--- config.mk ---
export PLATFORM = sky130hd
export DESIGN_NAME = led_pio_blink
export DESIGN_NICKNAME = d
export VERILOG_FILES = /design/src/rtl/led_pio_pkg.sv /design/src/rtl/led_blink_timer.sv /design/src/rtl/led_pio_blink.sv
export SDC_FILE = /design/constraint.sdc
export NUM_CORES = 1
export LEC_CHECK = 0
export CORE_UTILIZATION = 25
export DETAILED_ROUTE_END_ITERATION = 12
export GPL_ROUTABILITY_DRIVEN = 0
export PLACE_DENSITY = 0.45
export SETUP_SLACK_MARGIN = 0.15
export SLEW_MARGIN = 20
export SYNTH_ARGS = -nofsm -noshare
export SYNTH_HDL_FRONTEND = slang
export SYNTH_SLANG_ARGS = --single-unit
export TNS_END_PERCENT = 30
--- constraint.sdc ---
create_clock -name clk -period 2.32 [get_ports clk]
set_clock_uncertainty 0.2 [all_clocks]
set_input_delay 0.464 -clock clk [delete_from_list [all_inputs] [get_ports clk]]
set_output_delay 0.464 -clock clk [all_outputs]
set_load 0.05 [all_outputs]
--- src/rtl/led_pio_pkg.sv ---
// led_pio_pkg: register map and bus width shared by the LED PIO blocks.
package led_pio_pkg;
  localparam int DATA_W = 32;
  localparam logic [2:0] ADDR_DATA   = 3'd0;
  localparam logic [2:0] ADDR_SET    = 3'd1;
  localparam logic [2:0] ADDR_CLR    = 3'd2;
  localparam logic [2:0] ADDR_MASK   = 3'd3;
  localparam logic [2:0] ADDR_PERIOD = 3'd4;
  localparam logic [2:0] ADDR_TOGGLE = 3'd5;
endpackage

--- src/rtl/led_blink_timer.sv ---
// led_blink_timer: down-counter prescaler producing the blink phase.
module led_blink_timer #(
  parameter int PRESC_W = 24
) (
  input  logic               clk,
  input  logic               reset,
  input  logic [PRESC_W-1:0] period_i,
  input  logic               load_i,
  output logic               phase_o
);
  logic [PRESC_W-1:0] cnt_q, cnt_d;
  logic               phase_q, phase_d;
  logic               idle, wrap;
  assign idle = period_i == '0;
  assign wrap = cnt_q == '0;
  // a load restarts the count with the new period; a zero period parks the timer
  always_comb begin
    cnt_d   = load_i ? period_i : idle ? '0 : wrap ? period_i : cnt_q - PRESC_W'(1);
    phase_d = load_i ? 1'b0 : idle ? 1'b0 : wrap ? ~phase_q : phase_q;
  end
  always_ff @(posedge clk or posedge reset)
    if (reset) begin
      cnt_q   <= '0;
      phase_q <= 1'b0;
    end else begin
      cnt_q   <= cnt_d;
      phase_q <= phase_d;
    end
  assign phase_o = phase_q;
endmodule

--- src/rtl/led_pio_blink.sv ---
// led_pio_blink: Avalon-MM output PIO with set/clear registers and per-bit blink.
// Define LED_PIO_TOGGLE_EN to add the write-1-to-toggle register at address 5.
module led_pio_blink
  import led_pio_pkg::*;
#(
  parameter int               WIDTH       = 9,
  parameter logic [WIDTH-1:0] RESET_VALUE = '0,
  parameter int               PRESC_W     = 24
) (
  input  logic              clk,
  input  logic              reset,
  input  logic [2:0]        address,
  input  logic              chipselect,
  input  logic              write_n,
  input  logic [DATA_W-1:0] writedata,
  output logic [DATA_W-1:0] readdata,
  output logic [WIDTH-1:0]  out_port
);
  logic [WIDTH-1:0]   data_q, data_d, mask_q, mask_d, wd;
  logic [PRESC_W-1:0] period_q, period_d;
  logic               wr, period_ld, phase;
  logic               unused_wd;
  assign wr        = chipselect && !write_n;
  assign wd        = writedata[WIDTH-1:0];
  assign unused_wd = &{1'b0, writedata};
  assign period_ld = wr && address == ADDR_PERIOD;
  assign mask_d    = (wr && address == ADDR_MASK) ? wd : mask_q;
  assign period_d  = period_ld ? writedata[PRESC_W-1:0] : period_q;
  always_comb begin
    data_d = data_q;
    if (wr && address == ADDR_DATA) data_d = wd;
    if (wr && address == ADDR_SET) data_d = data_q | wd;
    if (wr && address == ADDR_CLR) data_d = data_q & ~wd;
`ifdef LED_PIO_TOGGLE_EN
    if (wr && address == ADDR_TOGGLE) data_d = data_q ^ wd;
`endif
  end
  always_ff @(posedge clk or posedge reset)
    if (reset) begin
      data_q   <= RESET_VALUE;
      mask_q   <= '0;
      period_q <= '0;
    end else begin
      data_q   <= data_d;
      mask_q   <= mask_d;
      period_q <= period_d;
    end
  // the timer sees the incoming period on the load edge so the restart uses the new value
  led_blink_timer #(.PRESC_W(PRESC_W)) u_timer (
    .clk      (clk),
    .reset    (reset),
    .period_i (period_d),
    .load_i   (period_ld),
    .phase_o  (phase)
  );
  always_comb begin
    readdata = '0;
    if (address == ADDR_DATA || address == ADDR_SET || address == ADDR_CLR) readdata = DATA_W'(data_q);
`ifdef LED_PIO_TOGGLE_EN
    if (address == ADDR_TOGGLE) readdata = DATA_W'(data_q);
`endif
    if (address == ADDR_MASK) readdata = DATA_W'(mask_q);
    if (address == ADDR_PERIOD) readdata = DATA_W'(period_q);
  end
  assign out_port = data_q & ~(mask_q & {WIDTH{phase}});
endmodule

==> out/metrics.cfg, run 1 <==
[drt]
drtIter0Drc=190
finalWirelength_um=10590
ant_nets_after_route=0
detail_route.first_pass.iterations=4
wire_length_per_cell_um=15.87
dr_total_vias=3172
drc_errors=0
route.detailed.vias_per_inst=4.756

[clock_network]
clock_pin_slew_on_the_worst_setup_and_hold_paths_ns=0.06
cts_max_level=3
clk_latency_ns=0.33
cts_tree=done
clockBufferDepth=2
cts_inserted_buffers=9
holdBufCountCts=0
cts_root_buf=sky130_fd_sc_hd__clkbuf_16
clock_sinks=67

[worst_setup_path]
ff2ff_path_depth=6
critical_path_class=reg -> reg
worst_setup_path_end_kind=flop
worst_ep_arrival_time_ns=2.44
critical_path_required_ns=2.36
worst-path-max-fanout=11
cp_startpoint_kind=flop

[sta]
layout_setup_ws_ns=-0.08676
max_clock_freq_ghz=0.4155
period_needed_ns=2.407
fin_crit_sh_pct=103.7
tightest_slew_ns=0.7253
setup_viol_count_final=17
hold_violations=0
tns_ns=-0.4442
maxSlewViolCount=0
maxSlewHeadroom_pct=51.47
setup_repair_after_global_routing_missed_its_margin=true

[power_and_ir_drop]
swShare_pct=36.10
power.share.clock_pct=24.5
power_density_nw_per_um2=981.2
vdd.ir_drop.worst_mv=0.4491
flop_pwr_share_pct=35.0
fin_total_pwr_w=0.005402
leakage_nw=2.494
switching_power_w=0.001950
internal_power_w=0.003452
power.combinational.fraction_pct=40.5

[floorplan]
die-height_um=122.8
design.die.area_sq_um=15070
die-width_um=122.8
placement_rows=43
core_sq_um=14040
initial_utilization_pct=25.96
pin_count=80

[finish]
layout_commonest_cell=sky130_fd_sc_hd__nand2_1
layout.nets=524
post_layout_nonfiller_instances=667
most-common-layout-cells=sky130_fd_sc_hd__nand2_1 (81), sky130_fd_sc_hd__dfrtp_1 (67), sky130_fd_sc_hd__buf_12 (37)
fillers=1370
postLayoutCellArea_sq_um=5505
final_standard_cell_utilization_of_the_core_pct=39.21
areaGrowthSynthToFinish_pct=51.00
antennaDiodeCount=0
drive_gt1_share_pct=28.95

[synth]
post_synth_num_cell_types=52
synth_warnings=0
synth.avg_cell_area_sq_um=9.254
post_synth_inst_count=394
synth_async_sr_flop_share_pct=100.0
synth-edff-count=0
synthFlopType=sky130_fd_sc_hd__dfrtp_1
synth_sequential_area_ratio_pct=45.98
syn-cell-area_sq_um=3646
register_bit_total_from_synthesis=67

[placed_design]
port_buffers=63
post-place-cells=650
dp_hpwl_um=7555
placed_area_sq_um=5087

[status]
failed_checks=negative setup slack
status=complete, but fails checks

[global_route]
antenna_found_initial=0
first_global_vias=3382
wire_length_of_the_first_global_routing_pass_um=17610
grt_start_max_net_pins=68
grt.total_usage_pct=15.51
grt.overflow.total=0

[job]
maxCapViolations=0

[worst_hold_path]
hold_class=reg -> reg
whs_path_depth=2

[registers in the layout, indices dropped and copies added, names as in the netlist]
register,flops
period_q,24
u_timer.cnt_q,24
data_q,9
mask_q,9
u_timer.phase_o,1
[cell usage after synthesis (all sizes together) (9+ instances only)]
cell type	instances	area share, %
nand2	84	8.6
dfrtp	67	46
o21ai	43	5.9
clkbuf	17	1.8
mux2i	17	4.7
and2	16	2.7
nor2	13	1.3
buf	12	2.5
a22o	11	2.6
nor4	11	1.9
mux2	10	3.1
xnor2	10	2.4
a21boi	9	1.9
[critical path, stage by stage, from the launching register on]
cell and delay, ns:
sky130_fd_sc_hd__dfrtp_1 0.37, sky130_fd_sc_hd__or4_4 0.54, sky130_fd_sc_hd__or4_4 0.45, sky130_fd_sc_hd__or2_4 0.29
sky130_fd_sc_hd__buf_12 0.16, sky130_fd_sc_hd__o211a_1 0.11, sky130_fd_sc_hd__o31ai_1 0.21
[repair_timing]
| item | in CTS | in global routing |
|---|---|---|
| setup buffers | 1 | 0 |
| gates cloned | 1 | 0 |
| gates resized for setup | 47 | 30 |
| setup endpoints to repair | 53 | 51 |
| pin swaps | 10 | 2 |
[cell families (layout without fill, tap and decap cells)]
logic type | Yosys count | in the layout | synth area share [%]
other cells | 1 | 8 | 0.1029
buf+inv | 36 | 122 | 5.010
xor+xnor | 13 | 13 | 3.123
compound gates | 91 | 91 | 16.68
simple gates | 157 | 157 | 20.66
flops | 67 | 67 | 45.98
fa+ha+maj | 2 | 2 | 0.6862
mux | 27 | 27 | 7.756
[metrics by stage]
step | worst slack [ns] | hold slack, ns
final | -0.08676 | 0.3231
after global routing | -0.1315 | 0.3390
after CTS | -0.1009 | 0.3228
after detailed placement | -0.2089 | 0.3081
after global placement | -0.1967 | 0.3014
after floorplan | -0.1704 | 0.2803
[power groups by stage]
stage / clock (W) / combinational (W) / sequential [W]
global route: 0.00142 / 0.00239 / 0.00194
finish: 0.00133 / 0.00219 / 0.00189
global placement: 0 / 0.00207 / 0.00188
detailed placement: 0 / 0.00208 / 0.00189
CTS: 0.00137 / 0.00216 / 0.00188
floorplan: 0 / 0.00129 / 0.00179
[metal layers]
metal  routed length [um]  up-vias  GRT usage, %
li1                     -     1550             -
met1                 4956     1538         19.64
met2                 5062       72         25.49
met3                  386       12         3.439
met4                  183        0         6.174
met5                    0        -             0
[layout make-up]
type / count / area (sq um) / area share (%)
clock inverters: 6 / 57.56 / 1.045
multi-input cells: 298 / 1987 / 36.09
flip-flops and latches: 67 / 1677 / 30.45
clock buffers: 9 / 225.2 / 4.091
repair buffers: 100 / 1308 / 23.75
well taps: 180 / 225.2 / 4.091
inverters: 7 / 26.28 / 0.4773
[worst paths after layout]
check                                       start           endpoint  slack [ns]
worst max register to register  u_timer.cnt_q[19]  u_timer.cnt_q[19]       -0.09
worst max-delay path            u_timer.cnt_q[19]  u_timer.cnt_q[19]       -0.09
max in group asynchronous                   reset       period_q[18]        1.29
worst min register to register       period_q[13]       period_q[13]        0.32
worst min-delay path                 period_q[13]       period_q[13]        0.32
min in group asynchronous                   reset          mask_q[7]        0.33
Power figures use the tool's default switching activity.
==> run 2: changes to the inputs <==
--- a/config.mk
+++ b/config.mk
@@ -5,10 +5,12 @@
 export SDC_FILE = /design/constraint.sdc
 export NUM_CORES = 1
 export LEC_CHECK = 0
+export CAP_MARGIN = 20
 export CORE_UTILIZATION = 25
 export DETAILED_ROUTE_END_ITERATION = 12
 export GPL_ROUTABILITY_DRIVEN = 0
 export PLACE_DENSITY = 0.45
+export RECOVER_POWER = 50
 export SETUP_SLACK_MARGIN = 0.15
 export SLEW_MARGIN = 20
 export SYNTH_ARGS = -nofsm -noshare
==> constraint.sdc (replaced) <==
create_clock -name clk -period 2.32 [get_ports clk]
set_clock_uncertainty 0.2 [all_clocks]
set_input_delay 0.348 -clock clk [delete_from_list [all_inputs] [get_ports clk]]
set_output_delay 0.348 -clock clk [all_outputs]
set_load 0.05 [all_outputs]
==> run 2 against run 1 <==
  * The flow still finishes with violations (negative setup slack)
  * Via count grew 1.3%
  * Cell area is 1.8% lower
  * Final cell count is 1.0% higher
  * Setup slack better by 0.00086 ns
  * First-iteration DRC count decreased by 17%
  * Register-to-register slack hardly changed
  * Largest cell class unchanged
==> out/metrics.cfg, run 2 (same netlist as run 1, synthesis figures left out) <==
[drt]
ant_nets_after_route=0
route.detailed.vias_per_inst=4.769
drc_errors=0
drtIter0Drc=158
finalWirelength_um=10640
detail_route.first_pass.iterations=4
wire_length_per_cell_um=15.78
dr_total_vias=3214

[global_route]
grt_start_max_net_pins=27
first_global_vias=3360
grt.total_usage_pct=15.50
wire_length_of_the_first_global_routing_pass_um=17530
grt.overflow.total=0
antenna_found_initial=0

[power_and_ir_drop]
vdd.ir_drop.worst_mv=0.3988
power_density_nw_per_um2=1014
leakage_nw=2.494

[floorplan]
die-height_um=122.8
design.die.area_sq_um=15070
die-width_um=122.8
pin_count=80
initial_utilization_pct=25.96
core_sq_um=14040
placement_rows=43

[worst_setup_path]
register_to_register_path_setup_slack_ns=-0.09
rr_startpoint=u_timer.cnt_q[19]
worst_ep_arrival_time_ns=2.43
critical_path_required_ns=2.34
cp_startpoint_kind=flop
r2r_end=u_timer.cnt_q[23]
critical_path_class=reg -> reg
worst-path-max-fanout=8
worst_setup_path_end_kind=flop
ff2ff_path_depth=7

[clock_network]
cts_root_buf=sky130_fd_sc_hd__clkbuf_16
cts_tree=done
cts_inserted_buffers=9
clock_sinks=67
clockBufferDepth=2
holdBufCountCts=0
cts_max_level=3
clock_pin_slew_on_the_worst_setup_and_hold_paths_ns=0.06
clk_latency_ns=0.34

[finish]
postLayoutCellArea_sq_um=5404
layout_top_registers=period_q: 24 flops, u_timer.cnt_q: 24 flops
layout.nets=530
most-common-layout-cells=sky130_fd_sc_hd__nand2_1 (83), sky130_fd_sc_hd__dfrtp_1 (67), sky130_fd_sc_hd__buf_4 (39)
drive_gt1_share_pct=25.51
layout_commonest_cell=sky130_fd_sc_hd__nand2_1
areaGrowthSynthToFinish_pct=48.22
antennaDiodeCount=0

[placed_design]
port_buffers=63
place_ws_ns=-0.1992
placed_area_sq_um=4996
dp_hpwl_um=7793

[sta]
setup_repair_after_global_routing_missed_its_margin=true
tightest_slew_ns=0.7685
maxSlewHeadroom_pct=48.71
hold_violations=0
maxSlewViolCount=0
setup_viol_count_final=22
layout_setup_ws_ns=-0.08590
fin_crit_sh_pct=103.7
period_needed_ns=2.406
max_clock_freq_ghz=0.4156
finalHoldWorstSlack_ns=0.3241

[worst_hold_path]
min-delay-start=mask_q[4]
whs_path_depth=1
hold_end=mask_q[4]
hold_class=reg -> reg

[status]
status=complete, but fails checks
failed_checks=negative setup slack

[job]
maxCapViolations=0

## run 2: changes by cell type in the layout (fill, tap and decap cells not counted), moves of 7 or more
| cell | before | now |
|---|---|---|
| sky130_fd_sc_hd__buf_4 | 26 | 39 |
| sky130_fd_sc_hd__a21boi_1 | 9 | 0 |
| sky130_fd_sc_hd__and2_1 | 3 | 15 |
| sky130_fd_sc_hd__a21boi_0 | 0 | 9 |
| sky130_fd_sc_hd__and2_2 | 7 | 0 |
| sky130_fd_sc_hd__buf_12 | 37 | 27 |
## run 2: worst max-delay path by stage
stage	startpoint	end	slack, ns	cells past startpoint
after floorplan	u_timer.cnt_q[16]	u_timer.cnt_q[18]	-0.17	8
after global placement	u_timer.cnt_q[19]	u_timer.cnt_q[1]	-0.14	6
after detailed placement	u_timer.cnt_q[19]	u_timer.cnt_q[1]	-0.20	6
after CTS	u_timer.cnt_q[19]	u_timer.cnt_q[1]	-0.08	6
after global routing	u_timer.cnt_q[19]	u_timer.cnt_q[19]	-0.15	6
final	u_timer.cnt_q[19]	u_timer.cnt_q[23]	-0.09	7
## run 2: power breakdown
group          internal [W]  total, W  switching, W
clock network       0.00108   0.00159      0.000518
logic              0.000964   0.00200       0.00103
registers           0.00153   0.00189      0.000366
## run 2: final cells by class
class / instances / area (sq um)
multi-input cells: 298 / 1896
flip-flops and latches: 67 / 1677
fillers: 1393 / 8638
inverters: 7 / 26.28
clock buffers: 11 / 242.7
repair buffers: 106 / 1237
clock inverters: 5 / 100.1
well taps: 180 / 225.2
## run 2: timing repair
| action | CTS | global route |
|---|---|---|
| pin swaps | 5 | 1 |
| gates cloned | 0 | 1 |
| gates resized for setup | 28 | 9 |
| endpoints found under the setup margin | 49 | 25 |
| buffers inserted | 1 | 0 |
## run 2: layer usage
metal	wire [um]	vias up	GRT usage, %	part of all wire [%]
met3	431	12	3.532	4.1
met2	4935	76	24.05	46
met1	5070	1561	20.71	48
met5	0	-	0	0
li1	-	1565	-	-
met4	202	0	6.326	1.9
## run 2: metrics by stage
stage / power [W] / std cells / utilization [%] / setup TNS [ns]
floorplan: 0.003063 / 401 / - / -3.149
global placement: 0.003787 / 656 / 35.58 / -2.095
detailed placement: 0.003812 / 656 / 35.58 / -3.115
CTS: 0.005511 / 673 / 38.48 / -0.7389
global route: 0.005835 / 674 / 38.48 / -2.665
finish: 0.005480 / 674 / 38.48 / -0.7666
## run 2: worst max-delay path: stages, from the launching register on
cell and delay [ns]:
sky130_fd_sc_hd__dfrtp_1 0.38, sky130_fd_sc_hd__or4_4 0.54, sky130_fd_sc_hd__or4_4 0.45, sky130_fd_sc_hd__or2_4 0.29
sky130_fd_sc_hd__clkbuf_16 0.18, sky130_fd_sc_hd__buf_6 0.11, sky130_fd_sc_hd__nor2_2 0.07, sky130_fd_sc_hd__o31ai_1 0.07
